`config.mk`:
```
export PLATFORM = sky130hd
export DESIGN_NAME = dac_playback_sequencer
export DESIGN_NICKNAME = d
export VERILOG_FILES = /design/src/rtl/dac_playback_sequencer.sv
export SDC_FILE = /design/constraint.sdc
export NUM_CORES = 1
export LEC_CHECK = 0
export CORE_MARGIN = 5
export CORE_UTILIZATION = 39
export CTS_CLUSTER_SIZE = 8
export DETAILED_ROUTE_END_ITERATION = 12
export PLACE_DENSITY = 0.74
export SLEW_MARGIN = 20
export SYNTH_ARGS = -nofsm -noshare
export SYNTH_HDL_FRONTEND = slang
export SYNTH_SLANG_ARGS = --single-unit
export TNS_END_PERCENT = 30
```
`constraint.sdc`:
```
create_clock -name SPLB_Clk -period 2.9 [get_ports SPLB_Clk]
set_input_delay 0.87 -clock SPLB_Clk [delete_from_list [all_inputs] [get_ports SPLB_Clk]]
set_output_delay 0.87 -clock SPLB_Clk [all_outputs]
set_load 0.02 [all_outputs]
```
`src/rtl/dac_playback_sequencer.sv`:
```
`default_nettype none
// ============================================================================
// Module   : dac_playback_sequencer
// Brief    : Plays a sample window from memory into a DAC at a programmable
//            rate, with power-up settling, looping and abort control.
//            Optional macro DAC_SEQ_IQ_INTERLEAVE_EN: even/odd addresses
//            drive the I/Q channel enables alternately.
// Revision : 1.0 - initial release
// ============================================================================
module dac_playback_sequencer #(
    parameter int DAC_WIDTH   = 10,
    parameter int ADDR_WIDTH  = 10,
    parameter int DIV_WIDTH   = 16,
    parameter int WAKE_CYCLES = 16
) (
    input  logic                  SPLB_Clk,
    input  logic                  SPLB_Resetn,
    input  logic                  cfg_start,
    input  logic                  cfg_stop,
    input  logic                  cfg_loop,
    input  logic [ADDR_WIDTH-1:0] cfg_start_addr,
    input  logic [ADDR_WIDTH-1:0] cfg_end_addr,
    input  logic [DIV_WIDTH-1:0]  cfg_rate_div,
    output logic                  mem_rd_en,
    output logic [ADDR_WIDTH-1:0] mem_addr,
    input  logic [DAC_WIDTH-1:0]  mem_rd_data,
    output logic [DAC_WIDTH-1:0]  S_Data,
    output logic                  S_DCLKIO,
    output logic                  S_PWRDN,
    output logic                  S_OpEnI,
    output logic                  S_OpEnQ,
    output logic                  busy,
    output logic                  done,
    output logic                  cfg_err
);

    typedef enum logic [1:0] {
        IDLE = 2'd0,
        WAKE = 2'd1,
        RUN  = 2'd2,
        STOP = 2'd3
    } state_t;

    localparam int                  C_WAKE_W    = (WAKE_CYCLES > 1) ? $clog2(WAKE_CYCLES) : 1;
    localparam logic [C_WAKE_W-1:0] C_WAKE_LAST = C_WAKE_W'(WAKE_CYCLES - 1);

    logic [1:0]            r_rstSync;
    logic                  w_rstN;
    state_t                r_state;
    logic [C_WAKE_W-1:0]   r_wakeCnt;
    logic [ADDR_WIDTH-1:0] r_startAddr;
    logic [ADDR_WIDTH-1:0] r_endAddr;
    logic [DIV_WIDTH-1:0]  r_rateDiv;
    logic                  r_loop;
    logic [DIV_WIDTH-1:0]  r_divCnt;
    logic [ADDR_WIDTH-1:0] r_addr;
    logic                  r_rdEn;
    logic                  r_rdPend;
    logic                  r_finish;
    logic [DAC_WIDTH-1:0]  r_data;
    logic                  r_dclk;
    logic                  r_pwrdn;
    logic                  r_opEnI;
    logic                  r_opEnQ;
    logic                  r_busy;
    logic                  r_done;
    logic                  r_cfgErr;
`ifdef DAC_SEQ_IQ_INTERLEAVE_EN
    logic                  r_rdLsb;
`endif

    logic                  w_atEnd;
    logic                  w_finishNext;
    logic [DIV_WIDTH-1:0]  w_nextDiv;
    logic                  w_enterStop;

    // Reset asserts asynchronously, releases two clocks after SPLB_Resetn rises.
    always_ff @(posedge SPLB_Clk or negedge SPLB_Resetn) begin
        if (!SPLB_Resetn) begin
            r_rstSync <= 2'b00;
        end else begin
            r_rstSync <= {r_rstSync[0], 1'b1};
        end
    end
    assign w_rstN = r_rstSync[1];

    assign w_atEnd      = (r_addr == r_endAddr);
    assign w_finishNext = r_finish || (r_rdEn && w_atEnd && !r_loop);
    assign w_nextDiv    = (r_divCnt == r_rateDiv) ? '0 : r_divCnt + 1'b1;
    // The natural end waits for the final strobe: finish set, strobe out, nothing in flight.
    assign w_enterStop  = (((r_state == WAKE) || (r_state == RUN)) && cfg_stop) ||
                          ((r_state == RUN) && r_finish && r_dclk && !r_rdPend);

    always_ff @(posedge SPLB_Clk or negedge w_rstN) begin
        if (!w_rstN) begin
            r_state     <= IDLE;
            r_wakeCnt   <= '0;
            r_startAddr <= '0;
            r_endAddr   <= '0;
            r_rateDiv   <= '0;
            r_loop      <= 1'b0;
            r_divCnt    <= '0;
            r_addr      <= '0;
            r_rdEn      <= 1'b0;
            r_rdPend    <= 1'b0;
            r_finish    <= 1'b0;
            r_data      <= '0;
            r_dclk      <= 1'b0;
            r_pwrdn     <= 1'b1;
            r_opEnI     <= 1'b0;
            r_opEnQ     <= 1'b0;
            r_busy      <= 1'b0;
            r_done      <= 1'b0;
            r_cfgErr    <= 1'b0;
`ifdef DAC_SEQ_IQ_INTERLEAVE_EN
            r_rdLsb     <= 1'b0;
`endif
        end else begin
            r_done   <= 1'b0;
            r_cfgErr <= 1'b0;
            r_dclk   <= 1'b0;
            r_rdPend <= r_rdEn;
            if (w_enterStop) begin
                r_state <= STOP;
                r_rdEn  <= 1'b0;
                r_pwrdn <= 1'b1;
                r_opEnI <= 1'b0;
                r_opEnQ <= 1'b0;
                r_done  <= 1'b1;
            end else begin
                case (r_state)
                    IDLE: begin
                        if (cfg_start && !cfg_stop) begin
                            if (cfg_end_addr >= cfg_start_addr) begin
                                r_startAddr <= cfg_start_addr;
                                r_endAddr   <= cfg_end_addr;
                                r_rateDiv   <= cfg_rate_div;
                                r_loop      <= cfg_loop;
                                r_wakeCnt   <= '0;
                                r_pwrdn     <= 1'b0;
                                r_busy      <= 1'b1;
                                r_state     <= WAKE;
                            end else begin
                                r_cfgErr <= 1'b1;
                            end
                        end
                    end
                    WAKE: begin
                        if (r_wakeCnt == C_WAKE_LAST) begin
                            r_state  <= RUN;
                            r_divCnt <= '0;
                            r_addr   <= r_startAddr;
                            r_rdEn   <= 1'b1;
                            r_finish <= 1'b0;
`ifdef DAC_SEQ_IQ_INTERLEAVE_EN
                            r_opEnI  <= 1'b0;
                            r_opEnQ  <= 1'b0;
`else
                            r_opEnI  <= 1'b1;
                            r_opEnQ  <= 1'b1;
`endif
                        end else begin
                            r_wakeCnt <= r_wakeCnt + 1'b1;
                        end
                    end
                    RUN: begin
                        if (r_rdPend) begin
                            r_data <= mem_rd_data;
                            r_dclk <= 1'b1;
`ifdef DAC_SEQ_IQ_INTERLEAVE_EN
                            r_opEnI <= ~r_rdLsb;
                            r_opEnQ <= r_rdLsb;
`endif
                        end
                        if (r_rdEn) begin
`ifdef DAC_SEQ_IQ_INTERLEAVE_EN
                            r_rdLsb <= r_addr[0];
`endif
                            if (w_atEnd) begin
                                if (r_loop) begin
                                    r_addr <= r_startAddr;
                                end
                            end else begin
                                r_addr <= r_addr + 1'b1;
                            end
                        end
                        r_finish <= w_finishNext;
                        r_divCnt <= w_nextDiv;
                        r_rdEn   <= (w_nextDiv == '0) && !w_finishNext;
                    end
                    STOP: begin
                        r_state <= IDLE;
                        r_busy  <= 1'b0;
                    end
                    default: begin
                        r_state <= IDLE;
                    end
                endcase
            end
        end
    end

    assign mem_rd_en = r_rdEn;
    assign mem_addr  = r_addr;
    assign S_Data    = r_data;
    assign S_DCLKIO  = r_dclk;
    assign S_PWRDN   = r_pwrdn;
    assign S_OpEnI   = r_opEnI;
    assign S_OpEnQ   = r_opEnQ;
    assign busy      = r_busy;
    assign done      = r_done;
    assign cfg_err   = r_cfgErr;

endmodule
`default_nettype wire

```
==> impl_metrics.json <==
{
  "status": "complete, no violations",
  "r2r-end": "mem_rd_en",
  "netlist.area_leader.share": 0.446,
  "cts.sinks": 90,
  "start_util": 0.398,
  "antenna_found_initial": 0,
  "p_int_mw": 3.40,
  "yosys.area.top_type": "dfrtp_1",
  "grt_pass1_vias": 4091,
  "cts_buffer_depth": 2,
  "fmax_mhz": 357,
  "drc": 0,
  "crit_required_ps": 3120,
  "seq_area_frac_synth": 0.451,
  "die_w_um": 123,
  "totalPowerFinal_mw": 5.33,
  "synth-xor-area-share": 0.0561,
  "wirelength_mm": 12.2,
  "grt_overflow": 0,
  "hold_buffers": 0,
  "rsz0062_at_grt": "no",
  "swShare": 0.363,
  "yosysUniqueCellTypes": 64,
  "clock_skew_ps": 5.68,
  "whs_path_depth": 0,
  "synth.avg_cell_area_sq_um": 10.7,
  "fin_crit_sh": 0.965,
  "io_pins": 79,
  "drive_gt1_frac": 0.187,
  "drt-pass1-iter-count": 4,
  "yosys_warnings": 0,
  "synthFlopType": "dfrtp_1",
  "cts_tree": "yes",
  "first_iter_violations": 216,
  "htreeDepth": 3,
  "cts.clk_slew.worst_paths_ps": 60,
  "final-max-slew-violation-count": 0,
  "die-area_sq_um": 15200,
  "critPathTopFamily": "compound AO/OA/AOI/OAI gates",
  "power.leakage_nw": 2.90,
  "die_y_um": 123,
  "fin_nets": 626,
  "grt_pass1_wl_mm": 20.3,
  "p_switching_mw": 1.94,
  "synth_edf_count": 0,
  "vias": 3975,
  "cp_max_fo": 10,
  "yosys.area_share.simple": 0.141,
  "cts_buffers": 9,
  "syn_to_final_growth_pct": 27.6,
  "num_rows": 41,
  "arrival_ps": 3020,
  "path_class": "primary input to flop",
  "crit_buf_inv": 3,
  "routedWlPerCell_um": 16.5,
  "finalHoldViolations": 0,
  "cts_root_buf": "clkbuf_16",
  "drv_cap": 0,
  "peakVddDrop_mv": 0.482,
  "antenna_cells": 0,
  "start_kind": "primary input",
  "grtUsageTotal": 0.168,
  "hold_start": "r_rstSync[0]",
  "setup_viol": 0,
  "synth_compound_area_frac": 0.125,
  "yosys-top-cells-area": "dfrtp_1, mux2_2, xor2_1",
  "routed_via_density": 5.41,
  "reg2reg_slack_ps": 380,
  "synth_fa_ha_area_frac": 0.0426,
  "critPathMaxStageDelay_ps": 470,
  "clk_latency_ps": 340,
  "synth_seq_cells": 90,
  "synth.net_count": 535,
  "synth_cells": 467,
  "reg2reg_depth": 7,
  "dp_hpwl_mm": 8.61,
  "tns_ps": 0,
  "ys_async_sr_fraction": 1.00,
  "relSlewSlack": 0.542,
  "synth.mux.area_fraction": 0.122,
  "worstPathCellList": "clkdlybuf4s50_1 > inv_1 > ha_1 > a21o_1 > a21oi_1 > o221ai_2 > a21oi_4 > nor2_4 > buf_12 > mux2_1",
  "power.share.clock": 0.224,
  "grt_max_degree": 53,
  "syn_area_sq_um": 5000,
  "cp_slowest_cell": "clkdlybuf4s50_1",
  "combPwrFrac": 0.382,
  "port_buffers": 78,
  "rr_startpoint": "r_divCnt[1]",
  "min_path_type": "flop to flop",
  "hold_end": "r_rstSync[1]",
  "pwr_density_cell_nw_per_um2": 836,
  "drtAntennaViolNets": 0,
  "pwr-share-seq": 0.394,
  "worst_pin_slew_ps": 687,
  "coreArea_sq_um": 12600,
  "gp_congestion": 0.844,
  "synth_top_family_by_area": "simple AND/OR/NAND/NOR gates",
  "post-route-min-period_ps": 2800,
  "critPathCaptureType": "flop"
}
[final cells by class]
cell class	count	area (sq um)
sequential	90	2260
multi-input combinational	325	2490
fill	1127	6190
clock buffer	11	243
tap	172	215
timing repair buffer	106	1020
inverter	26	97.6
clock inverter	5	60.1
[worst reg2reg max path: stages, from the launching register on]
cell,delay (ps)
dfrtp_1,530
ha_1,360
nand4_2,220
nor3_4,240
mux2_2,360
o21a_1,180
o41ai_2,390
a31o_1,190
[what timing repair did]
item	in CTS	in global routing
buffers inserted	1	1
cloned	2	0
pin swaps	3	2
setup endpoints to repair	38	43
resized for setup	4	1
[through the flow]
step / cell area, sq um / std cells / setup slack, ps / utilization / hold slack, ps
after global placement: 5990 / 715 / -758 / 0.477 / 339
after detailed placement: 5990 / 715 / -827 / 0.477 / 340
after CTS: 6350 / 734 / 15.8 / 0.505 / 360
final: 6380 / 735 / 101 / 0.507 / 358
after global routing: 6380 / 735 / 13.1 / 0.507 / 366
after floorplan: 5000 / 467 / 209 / - / 331
[cells by family after synthesis]
family,Yosys count
xor+xnor,32
simple gates,123
buf+inv,54
flops,90
other cells,1
mux,55
compound gates,95
fa+ha+maj,17
[flip-flops by register name, summed over array words and instances (netlist names), 2 cells and up]
register,cells
r_state,2
r_endAddr,10
r_wakeCnt,4
mem_addr,10
S_Data,10
r_rateDiv,16
r_startAddr,10
r_rstSync,2
r_divCnt,16
[synth_stat cells, drive strengths merged, types with 5 or more instances]
master	number
dfrtp	89
a21oi	12
nand2b	5
clkbuf	5
nand4	14
mux2	48
nor3	7
mux2i	7
nor4	9
nand2	29
o31ai	8
buf	23
nor2b	7
inv	26
a22oi	7
nor2	19
nand3	11
xor2	27
ha	17
xnor2	5
o21ai	38
and3	5
[per-layer routing]
layer | track usage | routed length (um)
met1 | 0.210 | 5150
met2 | 0.278 | 6050
met3 | 0.0457 | 616
met4 | 0.0657 | 333
met5 | 0 | 0
[power groups by stage]
stage / Sequential [mW] / Combinational [mW] / Clock [mW]
3_5_place_dp: 2.12 / 2.00 / 0
6_report: 2.10 / 2.04 / 1.19
3_3_place_gp: 2.09 / 1.93 / 0
2_1_floorplan: 2.16 / 1.20 / 0
5_1_grt: 2.16 / 2.26 / 1.27
4_1_cts: 2.10 / 2.03 / 1.21
[how the worst max path moves through the flow]
stage	startpoint	slack (ps)	to	depth (start not counted)
5_1_grt	cfg_start_addr[8]	10	r_wakeCnt[3]	10
4_1_cts	cfg_start_addr[3]	20	r_loop	9
2_1_floorplan	r_rstSync[1]	210	S_DCLKIO	0
6_report	cfg_start_addr[3]	100	r_startAddr[5]	10
3_5_place_dp	cfg_start_addr[3]	-830	r_rateDiv[2]	9
3_3_place_gp	cfg_start_addr[3]	-760	r_rateDiv[3]	9
[cell usage in the layout, fill, tap and decap left out, types with 3 or more instances in the layout]
cell             netlist  layout
dfrtp_1               89      88
clkdlybuf4s50_1        0      78
mux2_2                39      39
o21ai_0               34      34
nand2_1               28      28
xor2_1                27      27
inv_1                 26      26
buf_4                  8      26
nor2_1                19      18
ha_1                  17      17
nand4_1               12      12
a21oi_1               12      11
nand3_1               10      10
mux2_1                 9       9
clkbuf_16              0       9
nor4_1                 8       8
o31ai_1                8       8
nor2b_1                7       7
a22oi_1                7       7
mux2i_1                7       7
nor3_1                 6       6
nand2b_1               5       5
and3_1                 5       5
xnor2_1                5       5
o21ai_1                4       4
o211ai_1               4       4
nor2_4                 0       3
and4_1                 3       3
nand3b_1               3       3
a31oi_1                3       3
o41ai_1                3       3
No activity file was read; power rests on OpenSTA's default activity.
